### src/rtl/sda_pkg.sv
// sda_pkg: shared receiver states, default sizing and the one-hot decode used by display logic
package sda_pkg;
  localparam int NBITS_DEF = 4;
  localparam int TIMEOUT_DEF = 64;
  localparam int OH_MAX = 256;
  typedef enum logic [1:0] {IDLE = 2'd0, BITS = 2'd1, STOP_WAIT = 2'd2} state_e;
  function automatic logic [OH_MAX-1:0] onehot(input logic [7:0] v);
    onehot = '0;
    onehot[v] = 1'b1;
  endfunction
endpackage

### src/rtl/sda_rx_if.sv
// sda_rx_if: two-wire bus inputs and the parallel word outputs of the receiver
interface sda_rx_if import sda_pkg::*; #(parameter int NBITS = NBITS_DEF);
  logic scl;
  logic sda;
  logic [NBITS-1:0] data;
  logic data_valid;
  logic frame_err;
  logic busy;
  logic [2**NBITS-1:0] outhigh;
  modport master(output scl, sda, input data, data_valid, frame_err, busy, outhigh);
  modport slave(input scl, sda, output data, data_valid, frame_err, busy, outhigh);
endinterface

### src/rtl/sync_edge.sv
// sync_edge: multi-stage synchroniser plus previous-sample register, idling high like the bus
module sync_edge #(
  parameter int STAGES = 2
) (
  input  logic sclk,
  input  logic rst,
  input  logic d,
  output logic s,
  output logic p
);
  logic [STAGES-1:0] ff;
  always_ff @(posedge sclk or posedge rst)
    if (rst) begin
      ff <= '1;
      p <= 1'b1;
    end else begin
      ff <= {ff[STAGES-2:0], d};
      p <= ff[STAGES-1];
    end
  assign s = ff[STAGES-1];
endmodule

### src/rtl/sda_rx.sv
// sda_rx: two-wire frame receiver with start/stop detection, framing checks and one-hot output
module sda_rx import sda_pkg::*; #(
  parameter int NBITS = NBITS_DEF,
  parameter int SYNC_STAGES = 2,
  parameter int TIMEOUT = TIMEOUT_DEF
) (
  input logic sclk,
  input logic rst,
  sda_rx_if.slave bus
);
  localparam int CW = $clog2(NBITS + 1);
  localparam int TW = $clog2(TIMEOUT + 1);
  localparam int OW = 2 ** NBITS;
  logic scl_s, scl_p, sda_s, sda_p, start, stop, rise, done, tmo_hit;
  logic [1:0] state;
  logic [CW-1:0] cnt;
  logic [NBITS-1:0] sr;
  logic [TW-1:0] tmo;
  sync_edge #(.STAGES(SYNC_STAGES)) u_scl (.sclk(sclk), .rst(rst), .d(bus.scl), .s(scl_s), .p(scl_p));
  sync_edge #(.STAGES(SYNC_STAGES)) u_sda (.sclk(sclk), .rst(rst), .d(bus.sda), .s(sda_s), .p(sda_p));
  assign start = scl_s & scl_p & sda_p & ~sda_s;
  assign stop = scl_s & scl_p & ~sda_p & sda_s;
  assign rise = scl_s & ~scl_p;
  assign done = stop & (state == STOP_WAIT);
  assign tmo_hit = tmo == TW'(TIMEOUT);
  always_ff @(posedge sclk or posedge rst)
    if (rst) begin
      state <= IDLE;
      cnt <= '0;
      sr <= '0;
      tmo <= '0;
      bus.data <= '0;
      bus.outhigh <= '0;
      bus.data_valid <= 1'b0;
      bus.frame_err <= 1'b0;
      bus.busy <= 1'b0;
    end else begin
      bus.data_valid <= 1'b0;
      bus.frame_err <= 1'b0;
      tmo <= (state == IDLE || scl_s != scl_p) ? '0 : tmo + TW'(!tmo_hit);
      if (start) begin
        // a start inside an open frame is a repeated start: restart capture, flag the lost frame
        state <= BITS;
        cnt <= '0;
        sr <= '0;
        bus.busy <= 1'b1;
        bus.frame_err <= state != IDLE;
      end else if (state != IDLE && (stop || tmo_hit)) begin
        state <= IDLE;
        bus.busy <= 1'b0;
        bus.data_valid <= done;
        bus.frame_err <= !done;
        if (done) begin
          bus.data <= sr;
          bus.outhigh <= OW'(onehot(8'(sr)));
        end
      end else if (rise && state == BITS) begin
        sr <= {sr[NBITS-2:0], sda_s};
        cnt <= cnt + CW'(1);
        if (cnt == CW'(NBITS - 1)) state <= STOP_WAIT;
      end
    end
endmodule

### src/flat_wrapper.sv
// flat-port wrapper written by rule: the top's interface ports become plain ports
module sda_rx_flat import sda_pkg::*;
#(
  parameter int NBITS = NBITS_DEF,
  parameter int SYNC_STAGES = 2,
  parameter int TIMEOUT = TIMEOUT_DEF
)
  (sclk, rst, bus_scl, bus_sda, bus_data, bus_data_valid, bus_frame_err, bus_busy, bus_outhigh);
  sda_rx_if #(.NBITS(NBITS)) bus_i ();
  input logic sclk;
  input logic rst;
  input wire logic [$bits(bus_i.scl)-1:0] bus_scl;
  input wire logic [$bits(bus_i.sda)-1:0] bus_sda;
  output wire logic [$bits(bus_i.data)-1:0] bus_data;
  output wire logic [$bits(bus_i.data_valid)-1:0] bus_data_valid;
  output wire logic [$bits(bus_i.frame_err)-1:0] bus_frame_err;
  output wire logic [$bits(bus_i.busy)-1:0] bus_busy;
  output wire logic [$bits(bus_i.outhigh)-1:0] bus_outhigh;
  assign bus_i.scl = bus_scl;
  assign bus_i.sda = bus_sda;
  assign bus_data = bus_i.data;
  assign bus_data_valid = bus_i.data_valid;
  assign bus_frame_err = bus_i.frame_err;
  assign bus_busy = bus_i.busy;
  assign bus_outhigh = bus_i.outhigh;
  sda_rx #(.NBITS(NBITS), .SYNC_STAGES(SYNC_STAGES), .TIMEOUT(TIMEOUT)) u_core (.sclk(sclk), .rst(rst), .bus(bus_i));
endmodule
### config.mk
export PLATFORM = sky130hd
export DESIGN_NAME = sda_rx_flat
export DESIGN_NICKNAME = d
export VERILOG_FILES = /design/src/rtl/sda_pkg.sv /design/src/rtl/sda_rx_if.sv /design/src/rtl/sync_edge.sv /design/src/rtl/sda_rx.sv /design/src/flat_wrapper.sv
export SDC_FILE = /design/constraint.sdc
export NUM_CORES = 1
export LEC_CHECK = 0
export ABC_CLOCK_PERIOD_IN_PS = 2400
export CORE_MARGIN = 4
export CORE_UTILIZATION = 50
export CTS_CLUSTER_SIZE = 28
export DETAILED_ROUTE_END_ITERATION = 8
export GPL_TIMING_DRIVEN = 0
export MAX_ROUTING_LAYER = met4
export PLACE_DENSITY = 0.78
export SKIP_LAST_GASP = 1
export SYNTH_ARGS = -nofsm -noshare
export SYNTH_HDL_FRONTEND = slang
export SYNTH_SLANG_ARGS = --single-unit
export TNS_END_PERCENT = 10
### constraint.sdc
create_clock -name sclk -period 2.4 [get_ports sclk]
set_input_delay 0.24 -clock sclk [delete_from_list [all_inputs] [get_ports sclk]]
set_output_delay 0.24 -clock sclk [all_outputs]
set_load 0.02 [all_outputs]
==> impl_metrics.ini, run 1 <==
[outcome]
status = finished, final reports clean

[floorplan]
core-area_um2 = 3800
initial_utilization_pct = 53.6
io_pins = 27
die_w_um = 71.8
dieArea_um2 = 5160
placementRows = 22
dieHeight_um = 71.8

[pwr]
vdd_drop_max_v = 0.000431
p_leak_nw = 1.13
power_density_nw_per_um2 = 825

[sta]
slew_headroom_pct = 40.3
slew_viol_final = 0
setup-tns-final_ns = 0
min_period_over_period_pct = 78.5
finalHoldViolCount = 0
min_period_ns = 1.88
fin_skew_ns = 0.00756
worst_slew_pin_slew_ns = 0.894
finalSetupViolCount = 0
clock.fmax_mhz = 531
grt_setup_unrepaired = false

[synthesis]
synth_edf_count = 0
yosys.area.top_type = dfrtp_1
ys_warn_count = 0
syn_area_per_cell_um2 = 12.1
yosys-top-cells-count = dfrtp_1, mux2_2, nand2_1
synthDominantCellAreaShare_pct = 47.9
synth_area_um2 = 2040
async_reset_ff_share_pct = 100
synth-main-ff-cell = dfrtp_1
syn_nets = 179
synthMostInstantiatedCell = dfrtp_1
yosysSeqAreaShare_pct = 55.7
synth-seq-cells = 45
ys_types = 37
synthTopCellsByArea = dfrtp_1, mux2_2, dfstp_2
syn-instance-count = 168

[worst_setup_path]
startpoint_type = register
critPathMaxFanout = 10
critical_path.slowest_cell = dfstp_2
arrival_ns = 2.06
required_ns = 2.58
critPathBufInv = 1
endpoint_kind = register
crit_chain = ha_1 > nand3b_4 > nor3b_2 > buf_6 > mux2_2
cp_slowest_stage_delay_ns = 0.55
path_delay_family = flip-flops
crit_type = reg2reg

[route]
post_drt_wl_per_cell_um = 14.6
vias = 1314
drt-initial-drc-count = 131
finalWirelength_um = 3650
drc = 0
vias_per_cell = 5.26
ant_nets = 0
first_pass_iters = 4

[global_routing]
grt_max_degree = 46
antenna_found_initial = 0
grt_pass1_vias = 1375
grt_pass1_wl_um = 6420
grt_overflow = 0
track_usage_pct = 16.3

[clock_network]
cts-resized-gates = 0
path_clk_slew_ns = 0.08
cts_root_buffer = clkbuf_8
cts_buffers = 5
htree_levels = 2
postCtsSetupBuffers = 0
cts.sink_count = 45
clock_path_buffers = 2
tritoncts = done
clock_latency_ns = 0.30
holdBufCountCts = 0

[layout]
area_growth_pct = 21.4
nets = 212
multi_input_area_um2 = 835
nFillCells = 296
final_util_pct = 65.1
seq_area_um2 = 1130
diodes = 0
drive_gt1_share_pct = 20.8

[placed_design]
port_buffers = 26
hpwlAfterDp_um = 2580
gp_congestion = 0.808

[hold_path]
min_path_type = in2reg

[run]
max_cap_violations = 0
==> where the power goes <==
group | total [mW] | switching [mW] | internal, mW
Clock | 0.580 | 0.240 | 0.339
Combinational | 0.534 | 0.319 | 0.215
Sequential | 0.927 | 0.0630 | 0.864
==> logic make-up (layout without fill, tap and decap cells) <==
| family | after synthesis | count (layout) | share of synthesized area [%] |
|---|---|---|---|
| XOR/XNOR | 3 | 3 | 1.29 |
| adder cells (fa/ha/maj) | 7 | 7 | 4.30 |
| AO/OA/AOI/OAI | 16 | 16 | 5.47 |
| multiplexers | 26 | 26 | 14.0 |
| buffers and inverters | 14 | 48 | 3.38 |
| flip-flops | 45 | 45 | 55.7 |
| AND/OR/NAND/NOR | 57 | 57 | 15.9 |
==> area by class of cell <==
cell class | instances | share of cell area (%)
buffer | 8 | 1.87
timing repair buffer | 26 | 10.5
inverter | 6 | 0.910
multi-input combinational | 109 | 33.7
tap | 48 | 2.43
clock buffer | 7 | 3.49
sequential | 45 | 45.8
clock inverter | 1 | 1.21
==> flip-flops by register name, summed over array words and instances, names as in the netlist, 2 cells and up <==
name	cells
u_core.cnt	3
u_core.sr	4
u_core.u_scl.ff	2
u_core.bus.data	4
u_core.u_sda.ff	2
u_core.tmo	7
u_core.state	2
u_core.bus.outhigh	16
==> through the flow <==
stage | instance area (µm²) | hold slack, ns | setup WS, ns | total power [mW] | cells
4_1_cts | 2470 | 0.353 | 0.494 | 2.05 | 250
3_3_place_gp | 2360 | 0.345 | 0.310 | 1.44 | 242
5_1_grt | 2470 | 0.335 | 0.313 | 2.19 | 250
6_report | 2470 | 0.356 | 0.516 | 2.04 | 250
2_1_floorplan | 2040 | 0.244 | 0.656 | 1.31 | 168
3_5_place_dp | 2360 | 0.348 | 0.511 | 1.47 | 242
==> metal layers <==
metal  wire length (µm)  GRT usage, %
met1               1620          20.3
met2               1810          26.6
met3                169          3.79
met4                 45          4.38
met5                  0             -
==> path summary, 6_finish.rpt <==
check / startpoint / endpoint / slack [ns] / depth (start not counted)
min reg2reg: u_core.u_sda.ff[0]$_DFF_PP1_ / u_core.u_sda.ff[1]$_DFF_PP1_ / 0.36 / 0
min: bus_sda / u_core.u_sda.ff[0]$_DFF_PP1_ / 0.36 / 1
min in group asynchronous: rst / u_core.bus.outhigh[0]$_DFFE_PP0P_ / 0.46 / 2
max: u_core.u_scl.ff[1]$_DFF_PP1_ / u_core.bus.outhigh[9]$_DFFE_PP0P_ / 0.52 / 5
max reg2reg: u_core.u_scl.ff[1]$_DFF_PP1_ / u_core.bus.outhigh[9]$_DFFE_PP0P_ / 0.52 / 5
max in group asynchronous: rst / u_core.bus.busy$_DFFE_PP0N_ / 1.38 / 2
==> placed cells by master, fill, tap and decap left out, types with 3 or more instances in the layout <==
cell type and instances:
clkdlybuf4s50_1 26, clkbuf_8 6, nor3_1 6, and3_1 3
o21ai_0 5, nand3_1 3, dfrtp_1 39, mux2_2 19
nand2b_1 6, nand2_1 14, mux2i_1 6, inv_1 5
nor2_1 12, dfstp_2 6, clkbuf_1 6, a21oi_1 4
ha_1 7
(Power assumes the default switching activity.)
==> inputs of run 2 (changes only) <==
--- a/config.mk
+++ b/config.mk
@@ -5,7 +5,7 @@
 export SDC_FILE = /design/constraint.sdc
 export NUM_CORES = 1
 export LEC_CHECK = 0
-export ABC_CLOCK_PERIOD_IN_PS = 2400
+export ABC_CLOCK_PERIOD_IN_PS = 1900
 export CORE_MARGIN = 4
 export CORE_UTILIZATION = 50
 export CTS_CLUSTER_SIZE = 28
==> constraint.sdc (replaced) <==
create_clock -name sclk -period 1.9 [get_ports sclk]
set_input_delay 0.19 -clock sclk [delete_from_list [all_inputs] [get_ports sclk]]
set_output_delay 0.19 -clock sclk [all_outputs]
set_load 0.02 [all_outputs]
==> run 2 against run 1 <==
Register-to-register slack got worse by 0.42 ns. Sequential cell count unchanged. Non-clock buffer count increased by 1. Sequential power increased by 26%. Critical path depth unchanged. Final area increased by 1.4%. Maximum frequency increased by 4.4%. Via count increased by 0.61%. Die area unchanged. First-iteration DRC count decreased by 11%. Final cell count increased by 0.40%.
==> impl_metrics.ini, run 2 (synthesis gave the netlist of run 1 again) <==
[outcome]
status = finished, final reports clean

[pwr]
p_leak_nw = 1.15
power_density_nw_per_um2 = 1030
vdd_drop_max_v = 0.000546

[layout]
top_register = u_core.bus.outhigh
drive_gt1_share_pct = 24.1
multi_input_area_um2 = 857
area_growth_pct = 23.1
reg_top3 = u_core.bus.outhigh (16), u_core.tmo (7)
final_util_pct = 66.0
largest_reg_flops = 16
diodes = 0
seq_area_um2 = 1130
mostFrequentLayoutCells = dfrtp_1, clkdlybuf4s50_1, mux2_2, nand2_1, nor2_1
nFillCells = 295
final_common_cell = dfrtp_1
nets = 213
fin_area_um2 = 2510

[route]
drt-initial-drc-count = 117
vias_per_cell = 5.27
drc = 0
finalWirelength_um = 3710
post_drt_wl_per_cell_um = 14.8
first_pass_iters = 4
ant_nets = 0
vias = 1322

[worst_setup_path]
crit_chain = ha_2 > nand3b_4 > nor3b_4 > buf_6 > mux2_2
arrival_ns = 1.98
required_ns = 2.08
path_delay_family = flip-flops
critical_path.slowest_cell = dfstp_2
crit_type = reg2reg
critPathMaxFanout = 10
critPathBufInv = 1
endpoint_kind = register
startpoint_type = register
cp_slowest_stage_delay_ns = 0.55

[sta]
slew_headroom_pct = 40.4
grt_setup_unrepaired = false
clock.fmax_mhz = 554
finalHoldViolCount = 0
worst_slew_pin_slew_ns = 0.893
min_period_ns = 1.80
slew_viol_final = 0
fin_skew_ns = 0.00851
setup-tns-final_ns = 0
finalSetupViolCount = 0
min_period_over_period_pct = 95.0

[global_routing]
grt_overflow = 0
grt_max_degree = 46
grt_pass1_vias = 1369
antenna_found_initial = 0
track_usage_pct = 16.3
grt_pass1_wl_um = 6430

[clock_network]
clock_latency_ns = 0.30
tritoncts = done
htree_levels = 2
clock_path_buffers = 2
cts.sink_count = 45
cts_buffers = 5
cts_root_buffer = clkbuf_8
path_clk_slew_ns = 0.08
holdBufCountCts = 0

[placed_design]
gp_congestion = 0.808
hpwlAfterDp_um = 2580
placed_cell_area_um2 = 2360
port_buffers = 26

[floorplan]
dieHeight_um = 71.8
placementRows = 22
die_w_um = 71.8
dieArea_um2 = 5160
initial_utilization_pct = 53.6
io_pins = 27
core-area_um2 = 3800

[hold_path]
min_path_type = in2reg

[run]
max_cap_violations = 0
==> run 2: worst reg2reg max path, stage by stage, from the launching register on <==
cell and delay, ns:
dfstp_2 0.55, ha_2 0.22, nand3b_4 0.11, nor3b_4 0.26, buf_6 0.19, mux2_2 0.35
==> run 2: through the flow <==
step	power [mW]	cells	setup slack [ns]	hold slack, ns
after global placement	1.82	242	-0.140	0.345
after detailed placement	1.85	242	0.0114	0.348
after global routing	2.78	251	0.0156	0.285
final	2.59	251	0.0956	0.308
after CTS	2.60	250	0.0202	0.303
after floorplan	1.65	168	0.156	0.194
==> run 2: path summary, 6_finish.rpt <==
check	startpoint	end	slack [ns]	cells after the start
hold reg to reg	u_core.u_sda.ff[0]$_DFF_PP1_	u_core.u_sda.ff[1]$_DFF_PP1_	0.36	0
setup / recovery	u_core.u_scl.ff[1]$_DFF_PP1_	u_core.bus.outhigh[9]$_DFFE_PP0P_	0.1	5
hold / removal	bus_sda	u_core.u_sda.ff[0]$_DFF_PP1_	0.31	1
max in group asynchronous	rst	u_core.bus.busy$_DFFE_PP0N_	0.93	2
setup reg to reg	u_core.u_scl.ff[1]$_DFF_PP1_	u_core.bus.outhigh[9]$_DFFE_PP0P_	0.1	5
min in group asynchronous	rst	u_core.bus.outhigh[0]$_DFFE_PP0P_	0.41	2
==> run 2: cell type report <==
class | count | share of cell area (%)
plain buffers | 7 | 1.70
clock buffers | 7 | 3.44
inverters | 6 | 0.898
multi-input cells | 109 | 34.2
repair buffers | 28 | 11.0
well taps | 48 | 2.40
clock inverters | 1 | 1.20
flip-flops and latches | 45 | 45.2
==> run 2: repair_timing <==
action / CTS / global route
resized for setup: 1 / 6
setup endpoints to repair: 1 / 21
hold endpoints to repair: 0 / 0
buffers inserted: 0 / 2
pin swaps: 0 / 1
==> run 2: per-layer routing <==
layer  vias up  part of all wire, %  track usage, %
met4         0                  1.2            4.38
met5         -                    0               -
met3         6                  4.8            3.79
li1        644                    -               -
met2        31                   51            26.9
met1       641                   43            20.2
==> run 2: power by group <==
group | total, mW | switching, mW | internal (mW)
Clock | 0.732 | 0.304 | 0.429
Combinational | 0.688 | 0.407 | 0.281
Sequential | 1.17 | 0.0832 | 1.09
==> inputs of run 3 (changes only) <==
--- a/config.mk
+++ b/config.mk
@@ -8,6 +8,7 @@
 export ABC_CLOCK_PERIOD_IN_PS = 1900
 export CORE_MARGIN = 4
 export CORE_UTILIZATION = 50
+export CTS_BUF_LIST = sky130_fd_sc_hd__clkbuf_4 sky130_fd_sc_hd__clkbuf_8
 export CTS_CLUSTER_SIZE = 28
 export DETAILED_ROUTE_END_ITERATION = 8
 export GPL_TIMING_DRIVEN = 0
==> run 3 against run 2 <==
Clock power up 2%. Critical path depth unchanged. Die area is the same. Maximum frequency is essentially flat. Core utilization rose by 0.099 points. Final area increased by 0.15%. Clock skew decreased by 0.0015 ns. Largest cell class unchanged.
==> impl_metrics.ini, run 3 (synthesis gave the netlist of run 1 again) <==
[route]
ant_nets = 0
post_drt_wl_per_cell_um = 14.9
drt-initial-drc-count = 120
finalWirelength_um = 3740
vias = 1317
vias_per_cell = 5.25
drc = 0
first_pass_iters = 4

[sta]
min_period_over_period_pct = 94.9
worst_slew_pin_slew_ns = 0.893
finalSetupViolCount = 0
slew_viol_final = 0
setup-tns-final_ns = 0
fin_skew_ns = 0.00705
fin_hold_ws_ns = 0.304
clock.fmax_mhz = 554
slew_headroom_pct = 40.4
grt_setup_unrepaired = false
finalHoldViolCount = 0
min_period_ns = 1.80

[global_routing]
grt_overflow = 0
grt_max_degree = 46
grt_pass1_wl_um = 6430
track_usage_pct = 16.4
antenna_found_initial = 0
grt_pass1_vias = 1375

[worst_setup_path]
reg2reg_depth = 5
arrival_ns = 1.99
timing.reg2reg.setup_slack_ns = 0.1
endpoint_kind = register
cp-startpoint = u_core.u_scl.ff[1]$_DFF_PP1_
reg2reg_from = u_core.u_scl.ff[1]$_DFF_PP1_
required_ns = 2.08
timing.rr.end = u_core.bus.outhigh[9]$_DFFE_PP0P_
crit_type = reg2reg
critPathMaxFanout = 10
startpoint_type = register

[floorplan]
core-area_um2 = 3800
placementRows = 22
io_pins = 27
dieArea_um2 = 5160
die_w_um = 71.8
initial_utilization_pct = 53.6
dieHeight_um = 71.8

[clock_network]
path_clk_slew_ns = 0.08
cts.sink_count = 45
cts_buffers = 5
tritoncts = done
cts_root_buffer = clkbuf_8
clock_latency_ns = 0.30
htree_levels = 2
clock_path_buffers = 2

[pwr]
vdd_drop_max_v = 0.000552
power_density_nw_per_um2 = 1040
p_leak_nw = 1.15

[layout]
final_util_pct = 66.1
mostFrequentLayoutCells = dfrtp_1, clkdlybuf4s50_1, mux2_2, nand2_1, nor2_1
instances_no_fill = 251
reg_top3 = u_core.bus.outhigh (16), u_core.tmo (7)
largest_reg_flops = 16
top_register = u_core.bus.outhigh
drive_gt1_share_pct = 24.6
diodes = 0
final_common_cell = dfrtp_1
nets = 213
area_growth_pct = 23.3

[hold_path]
hold_start = bus_sda
min_to = u_core.u_sda.ff[0]$_DFF_PP1_
holdPathStages = 1
min_path_type = in2reg

[placed_design]
hpwlAfterDp_um = 2580
port_buffers = 26
placed_cells = 242
gp_congestion = 0.808

[run]
max_cap_violations = 0

[outcome]
status = finished, final reports clean
## run 3: changes by cell type in the layout (fill, tap and decap cells not counted)
cell      delta
clkbuf_1     -1
clkbuf_4     +1
## run 3: timing repair
action / CTS / global route
gates cloned: 0 / 0
endpoints found under the hold margin: 0 / 0
resized for setup: 1 / 6
setup buffers: 0 / 2
pin swaps: 0 / 1
hold buffers: 0 / 0
endpoints found under the setup margin: 1 / 21
## run 3: metrics by stage
| step | power (mW) | area (µm²) | setup WS (ns) |
|---|---|---|---|
| 4_1_cts | 2.62 | 2480 | 0.0202 |
| 6_report | 2.61 | 2510 | 0.0961 |
| 3_5_place_dp | 1.85 | 2360 | 0.0114 |
| 3_3_place_gp | 1.82 | 2360 | -0.140 |
| 5_1_grt | 2.80 | 2510 | 0.0156 |
| 2_1_floorplan | 1.65 | 2040 | 0.156 |
## run 3: how the worst max path moves through the flow
stage,to,cells past startpoint
3_3_place_gp,u_core.bus.outhigh[5]$_DFFE_PP0P_,2
6_report,u_core.bus.outhigh[9]$_DFFE_PP0P_,5
5_1_grt,u_core.bus.outhigh[9]$_DFFE_PP0P_,5
2_1_floorplan,u_core.bus.outhigh[10]$_DFFE_PP0P_,5
4_1_cts,u_core.tmo[5]$_DFF_PP0_,9
3_5_place_dp,u_core.bus.outhigh[9]$_DFFE_PP0P_,5
## run 3: metal layers
layer / wire [µm] / track usage, %
met5: 0 / -
met4: 29 / 4.38
met3: 201 / 3.79
met2: 1920 / 27.0
met1: 1590 / 20.2
## run 3: area by class of cell
class | instances | area, µm²
clock buffer | 7 | 90.1
timing repair buffer | 28 | 275
inverter | 6 | 22.5
tap | 48 | 60.1
clock inverter | 1 | 30.0
sequential | 45 | 1130
multi-input combinational | 109 | 857
buffer | 7 | 42.5
fill | 295 | 1290
## run 3: critical path, cell delays in order (launching register included)
cell,delay (ns)
dfstp_2,0.55
ha_2,0.22
nand3b_4,0.11
nor3b_4,0.26
buf_6,0.19
mux2_2,0.35
## run 3: where the power goes
| part | switching, mW | total [mW] | internal (mW) | leakage (nW) |
|---|---|---|---|---|
| sequential | 0.0830 | 1.17 | 1.09 | 0.593 |
| clock | 0.306 | 0.749 | 0.443 | 0.0619 |
| combinational | 0.408 | 0.689 | 0.281 | 0.498 |
